File: src/rtl/sfifo_pkg.sv
`default_nettype none
// ============================================================================
// Package : sfifo_pkg
// Shared widths, error-status type and parameter checks for sfifo_flagged.
// Revision: 1.0
// ============================================================================
package sfifo_pkg;

    // Occupancy/pointer width: enough bits for 0..depth inclusive.
    function automatic int ptr_w(input int depth);
        return $clog2(depth) + 1;
    endfunction

    typedef struct packed {
        logic overflow;
        logic underflow;
    } err_t;

    function automatic bit levels_legal(input int depth, input int af, input int ae);
        return (af >= 1) && (af <= depth) && (ae >= 0) && (ae < depth);
    endfunction

endpackage
`default_nettype wire

File: src/rtl/sfifo_mem.sv
`default_nettype none
// ============================================================================
// Module  : sfifo_mem
// Storage array: one synchronous write port, one read port that is
// combinational, or registered when SFIFO_OUTPUT_REG_EN is defined.
// Revision: 1.0
// ============================================================================
module sfifo_mem
    import sfifo_pkg::*;
#(
    parameter int DATA_WIDTH    = 8,
    parameter int POINTER_WIDTH = 3
) (
    input  logic                     clk,
`ifdef SFIFO_OUTPUT_REG_EN
    input  logic                     rst,
    input  logic                     re,
`endif
    input  logic                     we,
    input  logic [POINTER_WIDTH-1:0] waddr,
    input  logic [DATA_WIDTH-1:0]    wdata,
    input  logic [POINTER_WIDTH-1:0] raddr,
    output logic [DATA_WIDTH-1:0]    rdata
);

    localparam int DATA_NUM = 2**POINTER_WIDTH;

    logic [DATA_WIDTH-1:0] mem [DATA_NUM];

    always_ff @(posedge clk) begin
        if (we) begin
            mem[waddr] <= wdata;
        end
    end

`ifdef SFIFO_OUTPUT_REG_EN
    always_ff @(posedge clk) begin
        if (rst) begin
            rdata <= '0;
        end else if (re) begin
            rdata <= mem[raddr];
        end
    end
`else
    assign rdata = mem[raddr];
`endif

endmodule
`default_nettype wire

File: src/rtl/sfifo_flagged.sv
`default_nettype none
// ============================================================================
// Module  : sfifo_flagged
// Single-clock FIFO with fill count, almost-full/empty thresholds, flush and
// sticky overflow/underflow. Macro SFIFO_OUTPUT_REG_EN registers data_out.
// Revision: 1.0
// ============================================================================
module sfifo_flagged
    import sfifo_pkg::*;
#(
    parameter int DATA_WIDTH    = 8,
    parameter int POINTER_WIDTH = 3,
    parameter int AF_LEVEL      = (2**POINTER_WIDTH) - 2,
    parameter int AE_LEVEL      = 2
) (
    input  logic                   clk,
    input  logic                   rst,
    input  logic                   wr,
    input  logic                   rd,
    input  logic                   flush,
    input  logic [DATA_WIDTH-1:0]  data_in,
    output logic [DATA_WIDTH-1:0]  data_out,
    output logic                   fifo_full,
    output logic                   fifo_empty,
    output logic                   almost_full,
    output logic                   almost_empty,
    output logic [POINTER_WIDTH:0] count,
    output logic                   overflow,
    output logic                   underflow
);

    localparam int DATA_NUM = 2**POINTER_WIDTH;
    localparam int CNT_W    = ptr_w(DATA_NUM);

    localparam logic [CNT_W-1:0] FULL_CNT = CNT_W'(DATA_NUM);
    localparam logic [CNT_W-1:0] AF_CNT   = CNT_W'(AF_LEVEL);
    localparam logic [CNT_W-1:0] AE_CNT   = CNT_W'(AE_LEVEL);

    if (!levels_legal(DATA_NUM, AF_LEVEL, AE_LEVEL)) begin : g_bad_levels
        $error("sfifo_flagged: AF_LEVEL or AE_LEVEL out of legal range");
    end

    if (CNT_W != POINTER_WIDTH + 1) begin : g_bad_width
        $error("sfifo_flagged: pointer width mismatch");
    end

    logic [CNT_W-1:0] w_ptr;
    logic [CNT_W-1:0] r_ptr;
    logic [CNT_W-1:0] count_q;
    err_t             err_q;
    logic             we;
    logic             re;

    // Accepts use only registered flags, so wr/rd never reach status outputs.
    assign we = wr & ~fifo_full  & ~flush;
    assign re = rd & ~fifo_empty & ~flush;

    always_ff @(posedge clk) begin
        if (rst || flush) begin
            w_ptr   <= '0;
            r_ptr   <= '0;
            count_q <= '0;
            err_q   <= '0;
        end else begin
            if (we) begin
                w_ptr <= w_ptr + 1'b1;
            end
            if (re) begin
                r_ptr <= r_ptr + 1'b1;
            end
            case ({we, re})
                2'b10:   count_q <= count_q + 1'b1;
                2'b01:   count_q <= count_q - 1'b1;
                default: count_q <= count_q;
            endcase
            err_q.overflow  <= err_q.overflow  | (wr & fifo_full);
            err_q.underflow <= err_q.underflow | (rd & fifo_empty);
        end
    end

    always_ff @(posedge clk) begin
        if (!rst) begin
            assert (count_q == w_ptr - r_ptr);
        end
    end

    assign count        = count_q;
    assign fifo_full    = (count_q == FULL_CNT);
    assign fifo_empty   = (count_q == '0);
    assign almost_full  = (count_q >= AF_CNT);
    assign almost_empty = (count_q <= AE_CNT);
    assign overflow     = err_q.overflow;
    assign underflow    = err_q.underflow;

    sfifo_mem #(
        .DATA_WIDTH    (DATA_WIDTH),
        .POINTER_WIDTH (POINTER_WIDTH)
    ) u_mem (
        .clk   (clk),
`ifdef SFIFO_OUTPUT_REG_EN
        .rst   (rst),
        .re    (re),
`endif
        .we    (we),
        .waddr (w_ptr[POINTER_WIDTH-1:0]),
        .wdata (data_in),
        .raddr (r_ptr[POINTER_WIDTH-1:0]),
        .rdata (data_out)
    );

endmodule
`default_nettype wire
File: config.mk
export PLATFORM = sky130hd
export DESIGN_NAME = sfifo_flagged
export DESIGN_NICKNAME = d
export VERILOG_FILES = /design/src/rtl/sfifo_pkg.sv /design/src/rtl/sfifo_mem.sv /design/src/rtl/sfifo_flagged.sv
export SDC_FILE = /design/constraint.sdc
export NUM_CORES = 1
export LEC_CHECK = 0
export ABC_CLOCK_PERIOD_IN_PS = 2560
export CORE_MARGIN = 2
export CORE_UTILIZATION = 50
export CTS_CLUSTER_DIAMETER = 200
export DETAILED_ROUTE_END_ITERATION = 12
export PLACE_DENSITY = 0.71
export RECOVER_POWER = 25
export SYNTH_ARGS = -nofsm -noshare
export SYNTH_HDL_FRONTEND = slang
export SYNTH_SLANG_ARGS = --single-unit
File: constraint.sdc
create_clock -name clk -period 2.56 [get_ports clk]
set_input_delay 0.512 -clock clk [delete_from_list [all_inputs] [get_ports clk]]
set_output_delay 0.512 -clock clk [all_outputs]
set_load 0.05 [all_outputs]
Word level (Yosys, flattened, before mapping) --
Memory sizes are Yosys's and may differ from the RTL's. A register that Yosys moved wholly into a read port is not among the register bits. Index checks and enable logic that the tools add are counted.
Word-level totals: register bits 14, RAM bits 64, input port bits 13, output and inout port bits 18, word-level logic and storage cells 34, memories 1
Memories:
- u_mem.mem | depth 8, bits a word 8, read ports 1, clocked after memory_dff 1, wr ports 1, RTL line sfifo_mem.sv:28 | logic [DATA_WIDTH-1:0] mem [DATA_NUM];
Cells by class: $add $sub $neg 4, $lt $le $gt $ge 2, equal/unequal tests 3, muxes and demuxes 5, bitwise gates (word level) 11, reduce and logical (&&, ||, !) cells 3
Operators by type and width (count):
- adder 4 x 1 -> 4 bit (second input constant) | 3
- case mux 4 bit (2 select lines) | 1
- bitwise AND 1 bit | 6
- two-way mux 3 bit | 2
- == test 4 bit (second input constant) | 1
- greater-or-equal comparator 4 x 3 -> 1 bit (second input constant) | 1
- <= comparator 4 x 2 -> 1 bit (second input constant) | 1
- logical NOT 4 bit | 1
- subtractor 4 x 1 -> 4 bit (second input constant) | 1
- NOT 1 bit | 3
- == test 2 x 1 -> 1 bit (second input constant) | 1
- == test 2 bit (second input constant) | 1
- two-way mux 1 bit | 2
- bitwise OR 1 bit | 2
- nonzero test 2 bit | 1
- logical OR 1 bit | 1

Depth between registers and ports, before layout --
Gate-level depths: netlist of the first run.
word-level depth 6, gate-level depth with buffers 11, mapped depth without buffers 10

By module --
From an unflattened synthesis of the first run, not the netlist that was laid out.
Second synthesis, totals: cell total of the unflattened synthesis 177, area total of the unflattened synthesis 3199.3 um^2
By module, submodules not included:
- sfifo_mem | instances 1, cells each 106, area an instance 2531.2 um^2, sequential area each 1921.8 um^2
- sfifo_flagged | instances 1, cells each 71, area an instance 668.1 um^2, sequential area each 240.2 um^2

Worst setup path before layout of the first run --
OpenSTA, ideal clock, no wires.
path kind reg-to-output, start register count_q[1] (netlist: count[1]), end output fifo_empty, arrival time 2.339 ns, data required time 2.048 ns, path slack -0.291 ns, cell stages (with the launch flop) 3, buffers on the path 1, cell sequence dfxtp_1 buf_2 nor4_1
On the way: cells in the longest elaborated chain, start to end 1
Ends and longest elaborated chain:
- from (decl) | RTL line sfifo_flagged.sv:49 | logic [CNT_W-1:0] count_q;
- from (signal assigned) | RTL line sfifo_flagged.sv:72 | 2'b10: count_q <= count_q + 1'b1;
- from (signal assigned) | RTL line sfifo_flagged.sv:73 | 2'b01: count_q <= count_q - 1'b1;
- from (signal assigned) | RTL line sfifo_flagged.sv:74 | default: count_q <= count_q;
- logical NOT 4 bit | RTL line sfifo_flagged.sv:89 | assign fifo_empty = (count_q == '0);
- to (decl) | RTL line sfifo_flagged.sv:24 | output logic fifo_empty,
Every way passes these cells.

Worst setup path after layout of the first run --
Same ends and word-level chain as after synthesis.

==> results of run 1 <==
==> per-stage QoR <==
stage          hold slack, ns  utilization (%)  std cells  TNS [ns]  total power, uW
2_1_floorplan           0.490                -        182         0             1510
3_3_place_gp            0.453             58.7        298   -0.0336             1560
3_5_place_dp            0.457             58.7        298    -0.111             1570
4_1_cts                 0.484             61.2        314         0             2330
5_1_grt                 0.541             61.6        315         0             2390
6_report                0.484             61.6        315         0             2300
==> power breakdown <==
| part | switching (uW) | internal [uW] |
|---|---|---|
| sequential | 6.44 | 1400 |
| clock | 409 | 351 |
| combinational | 78.0 | 57.0 |
==> worst paths after layout <==
check | startpoint | to | slack, ns
max reg2reg | count[0] | count[2] | 0.16
max | count[1] | fifo_empty | 0.06
min reg2reg | underflow | underflow | 0.48
min | underflow | underflow | 0.48
==> metal layers <==
metal,global-route usage (%),share of wire [%]
met1,20.8,43
met2,30.0,52
met3,4.33,3.4
met4,8.66,2.0
met5,0,0
==> cell type report <==
type                       count  area [um^2]  share of cell area (%)
sequential                    79         2230                    57.3
multi-input combinational     92          977                    25.1
timing repair buffer          48          417                    10.7
clock buffer                  12          135                    3.48
tap                           77         96.3                    2.48
clock inverter                 4         22.5                   0.579
inverter                       3         11.3                   0.290
==> tightest hold or removal path: cells and delay by family, from the launching register on <==
kind,cells,cell delay (ns)
AO/OA/AOI/OAI,1,0.04
AND/OR/NAND/NOR,1,0.07
flip-flops,1,0.34
==> Yosys cell counts <==
library cell,count
edfxtp_1,64
nor2_1,21
dfxtp_1,15
mux4_1,15
mux2_2,8
a21oi_1,6
xor2_1,6
ha_1,5
buf_2,3
inv_1,3
mux2i_1,3
nand2_1,3
or3_1,3
clkbuf_1,2
nand2b_1,2
nand3_1,2
nand4b_1,2
nor3_1,2
o21ai_0,2
or2_2,2
a211oi_1,1
a21o_1,1
and3b_1,1
buf_1,1
buf_12,1
buf_6,1
mux4_2,1
nand2_2,1
nor4_1,1
o41ai_1,1
o41ai_4,1
or4b_4,1
xnor2_1,1
==> timing repair <==
item	in CTS	in global routing
setup endpoints to repair	0	9
buffers inserted	0	1
resized for setup	0	5
==> kinds of logic after synthesis <==
family          Yosys count  share of synthesized area (%)
fa+ha+maj                 5                           1.93
buf+inv                  11                           2.12
flops                    79                           68.4
compound gates           12                           2.81
xor+xnor                  7                           1.89
mux                      27                           16.5
simple gates             41                           6.35
==> sequential cells by signal, indices dropped and copies added, names as in the netlist, named ones only <==
register / count
count: 4
overflow: 1
r_ptr: 3
u_mem.mem: 64
underflow: 1
w_ptr: 3
==> flow_summary.toml, run 1 <==
[finish]
n_antenna_cell = 0
nets = 251
syn_to_final_growth_pct = 19.6
final_common_cell = "edfxtp_1"
stdcell_area_um2 = 3890
drive_above_1_share_pct = 25.6
final_cell_mix = "edfxtp_1, buf_4, nor2_1"
fillCellCount = 482

[yosys]
netlist_instances = 182
synth_cell_types = 33
yosysWarnings = 0
synth-seq-area-share_pct = 68.4
avgSynthCellArea_um2 = 17.9
synth.net_count = 200
synthTopCellsByArea = "edfxtp_1, mux4_1, dfxtp_1"
synth_top_cell_by_area = "edfxtp_1"
netlist_area_um2 = 3250
synth-seq-cells = 79
synth_top_area_share_pct = 59.1

[placed_design]
dp_hpwl_um = 3820
io_buffers = 30
placed_area_um2 = 3700
pre_cts_ws_ns = -0.0953
gp_congestion = 0.796

[worst_hold_path]
min_path_type = "reg2reg"
min_path_cells = 2

[floorplanning]
rows = 29
io_pins = 31
fp.dieArea_um2 = 7160
fp.dieH_um = 84.6
chipWidth_um = 84.6
core_region_area_um2 = 6310
initial_utilization_pct = 51.5

[timing]
fin_crit_ns = 2.50
fmax_ghz = 0.400
finClkSkew_ns = 0.00925
final_max_slew_viol_count = 0
finalCritPeriodShare_pct = 97.6
max_slew_margin_pct = 65.4
tightest_slew_ns = 0.517
final_hold_viol_count = 0
finalSetupViolCount = 0
rsz0062_at_grt = "no"
setup_ws_ns = 0.0625

[global_route]
grt_max_degree = 17
first_global_vias = 1814
grt_pass1_wl_um = 9120
antenna_found_initial = 0
track_usage_pct = 17.6
gr-total-overflow = 0

[status]
status = "complete, no violations"

[routing]
drt_iter0_markers = 70
drtPass1Iterations = 4
viasPerCell = 5.51
routed_wl_um = 5660
drc_errors = 0
via_count = 1737
avgRoutedWirePerCell_um = 18.0
ant_nets = 0

[setup_path]
crit_path_max_fanout = 11
cp_slowest_cell = "clkdlybuf4s50_1"
endpoint_kind = "output port"
required_ns = 2.05
crit_chain = "buf_4 > nor4_2 > clkdlybuf4s50_1"
cp.depth = 3
r2r_cells = 10
arrival_ns = 1.99
critical_path_class = "reg2out"
critical-path-top-delay-family = "buffers and inverters"
crit_path_start_kind = "register"
max_stage_delay_ns = 0.85
path_buf_inv = 2

[power_and_ir_drop]
p_leak_uw = 0.00136
power_density_nw_per_um2 = 591
vdd_ir_drop_max_v = 0.000348

[job]
cap_violations = 0

[clock_network]
htree_num_levels = 3
cts_made_buffers = 9
cts_tree = "yes"
cts_root_buf = "clkbuf_8"
clock_sinks = 79
cts.clk_slew.worst_paths_ns = 0.07
hold_buffers = 0
clk_latency_ns = 0.35
clockBufferDepth = 2
No activity file was read; power rests on OpenSTA's default activity.
==> run 2: changes to the inputs <==
--- a/config.mk
+++ b/config.mk
@@ -10,6 +10,7 @@
 export CORE_UTILIZATION = 50
 export CTS_CLUSTER_DIAMETER = 200
 export DETAILED_ROUTE_END_ITERATION = 12
+export GPL_ROUTABILITY_DRIVEN = 0
 export PLACE_DENSITY = 0.71
 export RECOVER_POWER = 25
 export SYNTH_ARGS = -nofsm -noshare
==> results of run 2 <==
Final layout, timing and power as in run 1 (identical DEF).
==> run 3: changes to the inputs <==
--- a/config.mk
+++ b/config.mk
@@ -5,13 +5,14 @@
 export SDC_FILE = /design/constraint.sdc
 export NUM_CORES = 1
 export LEC_CHECK = 0
-export ABC_CLOCK_PERIOD_IN_PS = 2560
+export ABC_AREA = 1
+export ABC_CLOCK_PERIOD_IN_PS = 2850
 export CORE_MARGIN = 2
 export CORE_UTILIZATION = 50
 export CTS_CLUSTER_DIAMETER = 200
 export DETAILED_ROUTE_END_ITERATION = 12
 export GPL_ROUTABILITY_DRIVEN = 0
-export PLACE_DENSITY = 0.71
+export PLACE_DENSITY = 0.68
 export RECOVER_POWER = 25
 export SYNTH_ARGS = -nofsm -noshare
 export SYNTH_HDL_FRONTEND = slang
==> constraint.sdc (replaced) <==
create_clock -name clk -period 2.85 [get_ports clk]
set_input_delay 0.57 -clock clk [delete_from_list [all_inputs] [get_ports clk]]
set_output_delay 0.57 -clock clk [all_outputs]
set_load 0.05 [all_outputs]
==> run 3 against run 2 <==
  * Die area rose by 1.9%
  * Via count rose by 27%
  * Cell area rose by 1.6%
  * Synthesized cell count rose by 61%
  * Hold slack got worse by 0.023 ns
  * Wire length rose by 8.2%
  * Area after synthesis rose by 2.0%
  * Setup slack improved by 0.31 ns
  * Clock power rose by 5.4%
  * Core utilization rose by 0.28 points
  * Global-route usage rose by 0.86 points
  * Critical path type unchanged
  * Critical endpoint is now fifo_full
==> flow_summary.toml, run 3 <==
[yosys]
yosysWarnings = 0
async_reset_ff_share_pct = 0
synth_edf_count = 64
synth_top_cell_by_area = "edfxtp_1"
synth.most_common_cell = "edfxtp_1"
synth_cell_types = 24
netlist_area_um2 = 3320
synth-seq-cells = 79
avgSynthCellArea_um2 = 11.3
synthTopCellsByCount = "edfxtp_1, nand2_1, nor2_1, o21ai_0, inv_1"
ys.flop_type = "edfxtp_1"
synth-seq-area-share_pct = 67.0
netlist_instances = 293
synth.net_count = 311
synthTopCellsByArea = "edfxtp_1, dfxtp_1, nand2_1"
synth_top_area_share_pct = 58.0

[finish]
instances_no_fill = 426
nets = 362
drive_above_1_share_pct = 15.2
largest_register_ffs = 64
n_antenna_cell = 0
top_register = "u_mem.mem"
final_common_cell = "edfxtp_1"
fillCellCount = 504
utilization_pct = 61.9
syn_to_final_growth_pct = 19.1
final_cell_mix = "edfxtp_1, nand2_1, nor2_1"

[setup_path]
endpoint_kind = "output port"
required_ns = 2.28
critical-path-top-delay-family = "buffers and inverters"
cp_slowest_cell = "clkdlybuf4s50_1"
crit_path_max_fanout = 7
crit_chain = "nor2_2 > nand3_2 > inv_2 > clkdlybuf4s50_1"
regToRegSetupSlack_ns = 0.80
max_stage_delay_ns = 0.81
crit_path_start_kind = "register"
path_buf_inv = 2
arrival_ns = 1.91
critical_path_class = "reg2out"

[power_and_ir_drop]
p_leak_uw = 0.00147
vdd_ir_drop_max_v = 0.000326
p_int_uw = 1730
combPwrFrac_pct = 9.7
p_sw_share_pct = 24.5
p_seq_share_pct = 55.4
pwr-share-clk_pct = 34.9
power_density_nw_per_um2 = 581
switchingPower_uw = 561
totalPowerFinal_uw = 2290

[clock_network]
cts_post_setup_buffers_inserted = 0
ctsResizeCount = 0
cts_made_buffers = 9
htree_num_levels = 3
clk_latency_ns = 0.35
cts.clk_slew.worst_paths_ns = 0.08
cts_root_buf = "clkbuf_8"
clock_sinks = 79
clockBufferDepth = 2
cts_tree = "yes"
hold_buffers = 0

[routing]
drtPass1Iterations = 4
viasPerCell = 5.16
drt_iter0_markers = 201
routed_wl_um = 6120
drc_errors = 0
ant_nets = 0
via_count = 2200
avgRoutedWirePerCell_um = 14.4

[floorplanning]
core_region_area_um2 = 6390
chipWidth_um = 85.4
initial_utilization_pct = 51.9
fp.dieH_um = 85.4
fp.dieArea_um2 = 7300
rows = 29
io_pins = 31

[timing]
finalSetupViolCount = 0
hold_ws_ns = 0.460
final_hold_viol_count = 0
tightest_slew_ns = 0.502
max_slew_margin_pct = 66.4
fin_setup_tns_ns = 0
fmax_ghz = 0.403
finalCritPeriodShare_pct = 87.1
rsz0062_at_grt = "no"
final_max_slew_viol_count = 0
finClkSkew_ns = 0.00609
fin_crit_ns = 2.48

[placed_design]
dp_hpwl_um = 4040
dp.cells = 410
io_buffers = 30

[global_route]
gr-total-overflow = 0
met3_usage_pct = 5.06
grt_use_met1_pct = 24.7
antenna_found_initial = 0
gr-usage-met2_pct = 27.9
globalRoute.busiestLayer = "met2"
track_usage_pct = 18.4
grt_max_degree = 33
grt_pass1_wl_um = 9940
first_global_vias = 2089

[status]
status = "complete, no violations"

[worst_hold_path]
min_path_type = "reg2reg"

[job]
cap_violations = 0
## run 3: changes by cell type after synthesis, moves of 3 or more
cell | previous run | this run
a21oi_1 | 6 | 12
buf_6 | 1 | 4
inv_1 | 3 | 21
mux2_2 | 8 | 0
mux2i_1 | 3 | 8
mux4_1 | 15 | 0
nand2_1 | 3 | 46
nor2_1 | 21 | 45
nor2_2 | 0 | 3
o21ai_0 | 2 | 26
o21ai_1 | 0 | 14
o22ai_1 | 0 | 8
or3_1 | 3 | 0
xor2_1 | 6 | 1
## run 3: final timing paths
| kind | start | endpoint | cells past startpoint |
|---|---|---|---|
| hold reg to reg | underflow | underflow | 2 |
| setup / recovery | count[0] | fifo_full | 4 |
| hold / removal | underflow | underflow | 2 |
| setup reg to reg | count[0] | count[2] | 13 |
## run 3: per-stage QoR
stage	area (um^2)	setup slack (ns)
2_1_floorplan	3320	0.323
3_3_place_gp	3760	0.296
3_5_place_dp	3760	0.214
4_1_cts	3950	0.344
5_1_grt	3950	0.213
6_report	3950	0.369
## run 3: kinds of logic (layout without fill, tap and decap cells)
| kind of cell | Yosys count | after routing | share of synthesized area [%] |
|---|---|---|---|
| buffers and inverters | 32 | 88 | 4.79 |
| flip-flops | 79 | 79 | 67.0 |
| adder cells (fa/ha/maj) | 5 | 5 | 1.89 |
| multiplexers | 8 | 8 | 2.42 |
| XOR/XNOR | 3 | 3 | 0.793 |
| AND/OR/NAND/NOR | 105 | 105 | 13.5 |
| AO/OA/AOI/OAI | 61 | 61 | 9.59 |
## run 3: area by class of cell
cell class / instances / area [um^2] / area share, %
flip-flops and latches: 79 / 2220 / 56.3
multi-input cells: 182 / 935 / 23.7
repair buffers: 49 / 423 / 10.7
clock buffers: 9 / 124 / 3.14
well taps: 77 / 96.3 / 2.44
inverters: 23 / 86.3 / 2.19
clock inverters: 7 / 63.8 / 1.62
## run 3: per-layer routing
metal,wire (um),part of all wire (%)
met1,2850,47
met2,2830,46
met3,346,5.7
met4,91,1.5
met5,0,0
## run 3: power groups by stage
| stage | combinational (uW) | clock, uW | sequential (uW) |
|---|---|---|---|
| 6_report | 222 | 801 | 1270 |
| 5_1_grt | 242 | 853 | 1270 |
| 4_1_cts | 226 | 815 | 1270 |
| 3_5_place_dp | 225 | 0 | 1300 |
| 3_3_place_gp | 223 | 0 | 1300 |
| 2_1_floorplan | 132 | 0 | 1310 |
## run 3: worst register-to-register path: stages, from the launching register on
cell and delay (ns):
dfxtp_1 0.47, nor2_2 0.09, nand3_2 0.08, inv_2 0.06, nor2_2 0.10, nand2_2 0.09, ha_1 0.23, nor2_1 0.14
nor2_2 0.06, ha_1 0.17, a21oi_1 0.16, xnor2_1 0.09, o21ai_0 0.14, inv_1 0.05
